==> src/rtl/arb_resp_pkg.sv <==
// Shared types and sizing helpers for the arbiter response router.
package arb_resp_pkg;

  function automatic int unsigned idx_width(input int unsigned num_in);
    return (num_in > 1) ? $clog2(num_in) : 1;
  endfunction

  function automatic int unsigned cnt_width(input int unsigned depth);
    return $clog2(depth + 1);
  endfunction

  function automatic int unsigned ptr_width(input int unsigned depth);
    return (depth > 1) ? $clog2(depth) : 1;
  endfunction

  localparam int unsigned DefaultNumIn = 4;

  typedef logic [idx_width(DefaultNumIn)-1:0] idx_t;

endpackage

==> src/rtl/fifo_v3.sv <==
// Circular FIFO with occupancy count; pointers wrap at DEPTH-1 so any DEPTH >= 1 works.
module fifo_v3
  import arb_resp_pkg::*;
#(
  parameter bit          FALL_THROUGH = 1'b0,
  parameter int unsigned DATA_WIDTH   = 32,
  parameter int unsigned DEPTH        = 8,
  parameter int unsigned PtrWidth     = ptr_width(DEPTH),
  parameter int unsigned CntWidth     = cnt_width(DEPTH)
) (
  input  logic                  clk_i,
  input  logic                  rst_ni,
  input  logic                  flush_i,
  input  logic                  push_i,
  input  logic [DATA_WIDTH-1:0] data_i,
  input  logic                  pop_i,
  output logic [DATA_WIDTH-1:0] data_o,
  output logic [CntWidth-1:0]   usage_o,
  output logic                  full_o,
  output logic                  empty_o
);

  logic [DATA_WIDTH-1:0] mem [DEPTH];
  logic [PtrWidth-1:0]   rptr;
  logic [PtrWidth-1:0]   wptr;
  logic [CntWidth-1:0]   count;
  logic                  push_eff;
  logic                  pop_eff;
  logic                  pass_through;

  assign full_o  = (count == CntWidth'(DEPTH));
  assign empty_o = (count == '0);
  assign usage_o = count;

  // In fall-through mode an entry pushed and popped while empty is never stored.
  assign pass_through = FALL_THROUGH & empty_o & push_i & pop_i;
  assign push_eff     = push_i & ~full_o & ~pass_through;
  assign pop_eff      = pop_i & ~empty_o;
  assign data_o       = (FALL_THROUGH && empty_o) ? data_i : mem[rptr];

  function automatic logic [PtrWidth-1:0] ptr_next(input logic [PtrWidth-1:0] ptr);
    return (ptr == PtrWidth'(DEPTH - 1)) ? '0 : ptr + 1'b1;
  endfunction

  always_ff @(posedge clk_i or negedge rst_ni) begin
    if (!rst_ni) begin
      rptr  <= '0;
      wptr  <= '0;
      count <= '0;
    end else if (flush_i) begin
      rptr  <= '0;
      wptr  <= '0;
      count <= '0;
    end else begin
      if (push_eff) wptr <= ptr_next(wptr);
      if (pop_eff)  rptr <= ptr_next(rptr);
      case ({push_eff, pop_eff})
        2'b10:   count <= count + 1'b1;
        2'b01:   count <= count - 1'b1;
        default: count <= count;
      endcase
    end
  end

  always_ff @(posedge clk_i) begin
    if (push_eff && !flush_i) mem[wptr] <= data_i;
  end

endmodule

==> src/rtl/arb_resp_router.sv <==
// Gates arbiter requests into a slave and routes in-order responses back by queued index.
// Optional ARB_RESP_ROUTER_BYPASS_EN routes a response in the same cycle as its request when the queue is empty.
module arb_resp_router
  import arb_resp_pkg::*;
#(
  parameter int unsigned NumIn     = 4,
  parameter int unsigned DataWidth = 32,
  parameter int unsigned Depth     = 4,
  parameter int unsigned IdxWidth  = idx_width(NumIn)
) (
  input  logic                        clk_i,
  input  logic                        rst_ni,
  input  logic                        flush_i,
  input  logic                        arb_req_i,
  input  logic [IdxWidth-1:0]         arb_idx_i,
  output logic                        arb_gnt_o,
  output logic                        slv_req_o,
  input  logic                        slv_gnt_i,
  input  logic                        slv_rsp_valid_i,
  output logic                        slv_rsp_ready_o,
  input  logic [DataWidth-1:0]        slv_rsp_data_i,
  output logic [NumIn-1:0]            rsp_valid_o,
  input  logic [NumIn-1:0]            rsp_ready_i,
  output logic [DataWidth-1:0]        rsp_data_o,
  output logic [cnt_width(Depth)-1:0] usage_o,
  output logic                        full_o,
  output logic                        empty_o
);

  logic                push_hs;
  logic                pop_hs;
  logic                bypass_act;
  logic                fifo_push;
  logic                fifo_pop;
  logic [IdxWidth-1:0] head_idx;
  logic [IdxWidth-1:0] sel_idx;
  logic                sel_en;

  // full_o comes from registered occupancy, so a pop never frees a slot for the same cycle's push.
  assign slv_req_o  = arb_req_i & ~full_o;
  assign arb_gnt_o  = slv_gnt_i & ~full_o;
  assign push_hs    = slv_req_o & slv_gnt_i;
  assign pop_hs     = slv_rsp_valid_i & slv_rsp_ready_o;
  assign rsp_data_o = slv_rsp_data_i;

`ifdef ARB_RESP_ROUTER_BYPASS_EN
  assign bypass_act = empty_o & push_hs;
`else
  assign bypass_act = 1'b0;
`endif

  assign fifo_push = push_hs & ~(bypass_act & pop_hs);
  assign fifo_pop  = pop_hs & ~empty_o;

  always_comb begin
    rsp_valid_o     = '0;
    slv_rsp_ready_o = 1'b0;
    sel_idx         = head_idx;
    sel_en          = ~empty_o;
    if (bypass_act) begin
      sel_idx = arb_idx_i;
      sel_en  = 1'b1;
    end
    if (sel_en) begin
      for (int i = 0; i < NumIn; i++) begin
        if (sel_idx == IdxWidth'(i)) begin
          rsp_valid_o[i]  = slv_rsp_valid_i;
          slv_rsp_ready_o = rsp_ready_i[i];
        end
      end
    end
  end

  fifo_v3 #(
    .FALL_THROUGH (1'b0),
    .DATA_WIDTH   (IdxWidth),
    .DEPTH        (Depth)
  ) u_idx_fifo (
    .clk_i   (clk_i),
    .rst_ni  (rst_ni),
    .flush_i (flush_i),
    .push_i  (fifo_push),
    .data_i  (arb_idx_i),
    .pop_i   (fifo_pop),
    .data_o  (head_idx),
    .usage_o (usage_o),
    .full_o  (full_o),
    .empty_o (empty_o)
  );

`ifndef SYNTHESIS
  always @(posedge clk_i) begin
    if (rst_ni) begin
      assert ($onehot0(rsp_valid_o));
      assert (!(pop_hs && empty_o && !bypass_act));
    end
  end
`endif

endmodule

==> config.mk <==
export PLATFORM = sky130hd
export DESIGN_NAME = arb_resp_router
export DESIGN_NICKNAME = d
export VERILOG_FILES = /design/src/rtl/arb_resp_pkg.sv /design/src/rtl/fifo_v3.sv /design/src/rtl/arb_resp_router.sv
export SDC_FILE = /design/constraint.sdc
export NUM_CORES = 1
export LEC_CHECK = 0
export ABC_AREA = 1
export CAP_MARGIN = 20
export CORE_MARGIN = 3
export CORE_UTILIZATION = 38
export CTS_BUF_LIST = sky130_fd_sc_hd__clkbuf_4
export DETAILED_ROUTE_END_ITERATION = 12
export GPL_TIMING_DRIVEN = 0
export PLACE_DENSITY = 0.89
export SLEW_MARGIN = 30
export SYNTH_ARGS = -nofsm -noshare
export SYNTH_HDL_FRONTEND = slang
export SYNTH_SLANG_ARGS = --single-unit
==> constraint.sdc <==
create_clock -name clk_i -period 5.6 [get_ports clk_i]
set_input_delay 1.12 -clock clk_i [delete_from_list [all_inputs] [get_ports clk_i]]
set_output_delay 1.12 -clock clk_i [all_outputs]
set_load 0.005 [all_outputs]
==> results.cfg <==
[global_route]
gr-total-overflow = 0
grt_use_total = 0.1417
grt_pass1_wl_mm = 4.657
grt.busiest_layer = met2
grt_max_degree = 9
grt_use_met2 = 0.2477
grt_pass1_vias = 1093
gr-usage-met3 = 0.04317
antenna_found_initial = 0
met1_usage = 0.1537

[setup_path]
cp_data_arrival_time_ns = 2.52
required_ns = 4.48
worstReg2RegEnd = u_idx_fifo.usage_o[2]$_DFFE_PN0P_
crit_fanout = 5
crit_type = primary input to primary output
reg2regPathDepth = 17
worst_setup_path_end_kind = primary output
reg2reg_slack_ns = 3.37
worstSetupStartpoint = slv_rsp_valid_i
timing.rr.start = u_idx_fifo.rptr[0]$_DFFE_PN0P_
worstSetupStartpointType = primary input

[placement]
numPortBuffers = 55
dp_slack_ns = 1.973
hpwlAfterDp_mm = 2.332
routabilityCongestion = 0.7161

[synth]
ys_ff_latch = 15
synthDistinctLibCells = 19
synth_warnings = 0
postSynthCellCount = 157
yosysTopAreaCellShare = 0.1965
yosysSeqAreaShare = 0.3398
synth_fp_nets = 207
netlist_area_um2 = 1222
ys_top_cells_by_area = buf_4, edfxtp_1, dfrtp_1, nand2_1, inv_1
synth_top_area_cell = buf_4
syn_avg_cell_area_um2 = 7.786

[floorplanning]
die_area_um2 = 3933
coreArea_um2 = 2900
die_w_um = 62.72
initial_utilization = 0.4215
ios = 88
std_cell_rows = 19
die_h_um = 62.72

[timing]
drv_slew = 0
setup_ws_ns = 1.960
skew_ns = 0.0005279
hold_ws_ns = 0.5963
setup-violations-final = 0
tns_ns = 0
fmax_ghz = 0.2748
period_share = 0.6499
finalCriticalPeriod_ns = 3.640
relSlewSlack = 0.8100
finalHoldViolCount = 0
rsz0062_at_grt = no
tightest_slew_ns = 0.2841

[route]
viasPerCell = 4.244
ant_nets = 0
routed_wl_mm = 2.631
drcViolationCount = 0
drt_iter0_drc = 28
via_count = 1095
first_pass_iters = 4
post_drt_wl_per_cell_um = 10.20

[power]
power_leakage_uw = 0.0008831
power_density_nw_per_um2 = 275.1
ir_drop_mv = 0.1249

[final_layout]
synthToLayoutAreaGrowth_pct = 51.79
nNetsFinal = 267
fillers = 252
antennaDiodeCount = 0
drive_above_1_share = 0.2500

[clock_network]
clock-sinks = 15
postCtsResizedCells = 0
cts_tree = built
root_buffer = clkbuf_4
clock_path_buffers = 2
insertion_delay_ns = 0.27
cts_made_buffers = 3
hold_buffers = 0
htreeDepth = 1
post-cts-setup-buffers = 0
clk_pin_slew_worst_paths_ns = 0.07

[min_path]
holdPathEnd = u_idx_fifo.usage_o[2]$_DFFE_PN0P_
hp-class = flip-flop to flip-flop
whs_path_depth = 2
worstHoldStart = u_idx_fifo.usage_o[2]$_DFFE_PN0P_

[outcome]
status = finished, final reports clean

[run]
maxCapViolations = 0
[stage by stage]
| step | total power (µW) | util | std cells | area (µm²) |
|---|---|---|---|---|
| after detailed placement | 453.9 | 0.6294 | 254 | 1826 |
| after CTS | 516.4 | 0.6398 | 258 | 1856 |
| after global routing | 566.5 | 0.6398 | 258 | 1856 |
| after floorplan | 331.2 | - | 157 | 1222 |
| after global placement | 444.3 | 0.6294 | 254 | 1826 |
| final | 510.5 | 0.6398 | 258 | 1856 |
[state kept, by name, summed over array words and instances, names as in the netlist]
name / cells
u_idx_fifo.mem: 8
u_idx_fifo.usage_o: 3
u_idx_fifo.rptr: 2
u_idx_fifo.wptr: 2
[how the worst max path moves through the flow]
stage and to:
2_1_floorplan slv_rsp_ready_o, 3_3_place_gp rsp_valid_o[0], 3_5_place_dp rsp_valid_o[1], 4_1_cts rsp_valid_o[1], 5_1_grt rsp_valid_o[0], 6_report rsp_valid_o[2]
[power breakdown]
group          total [µW]  internal, µW  switching (µW)
Clock                60.2          32.4            27.8
Sequential            157           132            25.2
Combinational         293           149             144
Total                 510           313             197
[final cells by class]
cell class	count	area (µm²)	share of cell area
Clock buffer	4	30.03	0.01618
Tap cell	42	52.55	0.02832
Buffer	32	240.2	0.1295
Inverter	22	82.58	0.04450
Timing Repair Buffer	55	550.5	0.2967
Sequential cell	15	415.4	0.2239
Multi-Input combinational cell	88	484.2	0.2610
[cells in the mapped netlist, drive strengths merged]
cell type	count
nand3b	2
edfxtp	8
fa	1
nand2	41
xnor2	1
ha	5
nand4	2
nor2	13
o21ai	5
nand3	13
buf	32
dfrtp	7
nor3	5
inv	22
[kinds of logic (layout without fill, tap and decap cells)]
logic type | after synthesis | in the layout | share of synthesized area
simple gates | 76 | 76 | 0.3009
buf+inv | 54 | 113 | 0.2641
flops | 15 | 15 | 0.3398
fa+ha+maj | 6 | 6 | 0.06755
compound gates | 5 | 5 | 0.02047
xor+xnor | 1 | 1 | 0.007166
[cell usage in the layout, fill, tap and decap left out]
cell              n
buf_4            32
clkbuf_4          4
clkdlybuf4s50_1  55
dfrtp_1           7
edfxtp_1          8
fa_1              1
ha_1              5
inv_1            20
inv_2             2
nand2_1          31
nand2_2          10
nand3_1          10
nand3_2           3
nand3b_1          2
nand4_1           2
nor2_1           10
nor2_2            3
nor3_1            5
o21ai_0           4
o21ai_1           1
xnor2_1           1
[routing by layer]
metal | share of wire | vias to the layer above | wire length, µm
met1 | 0.37 | 457 | 965
li1 | - | 579 | -
met2 | 0.52 | 53 | 1363
met4 | 0.026 | 0 | 68
met3 | 0.089 | 6 | 233
met5 | 0 | - | 0
[worst max-delay path: stages]
cell and delay, ns:
clkdlybuf4s50_1 0.56, nand2_1 0.14, nor3_1 0.17, clkdlybuf4s50_1 0.53
Power figures use the tool's default switching activity.
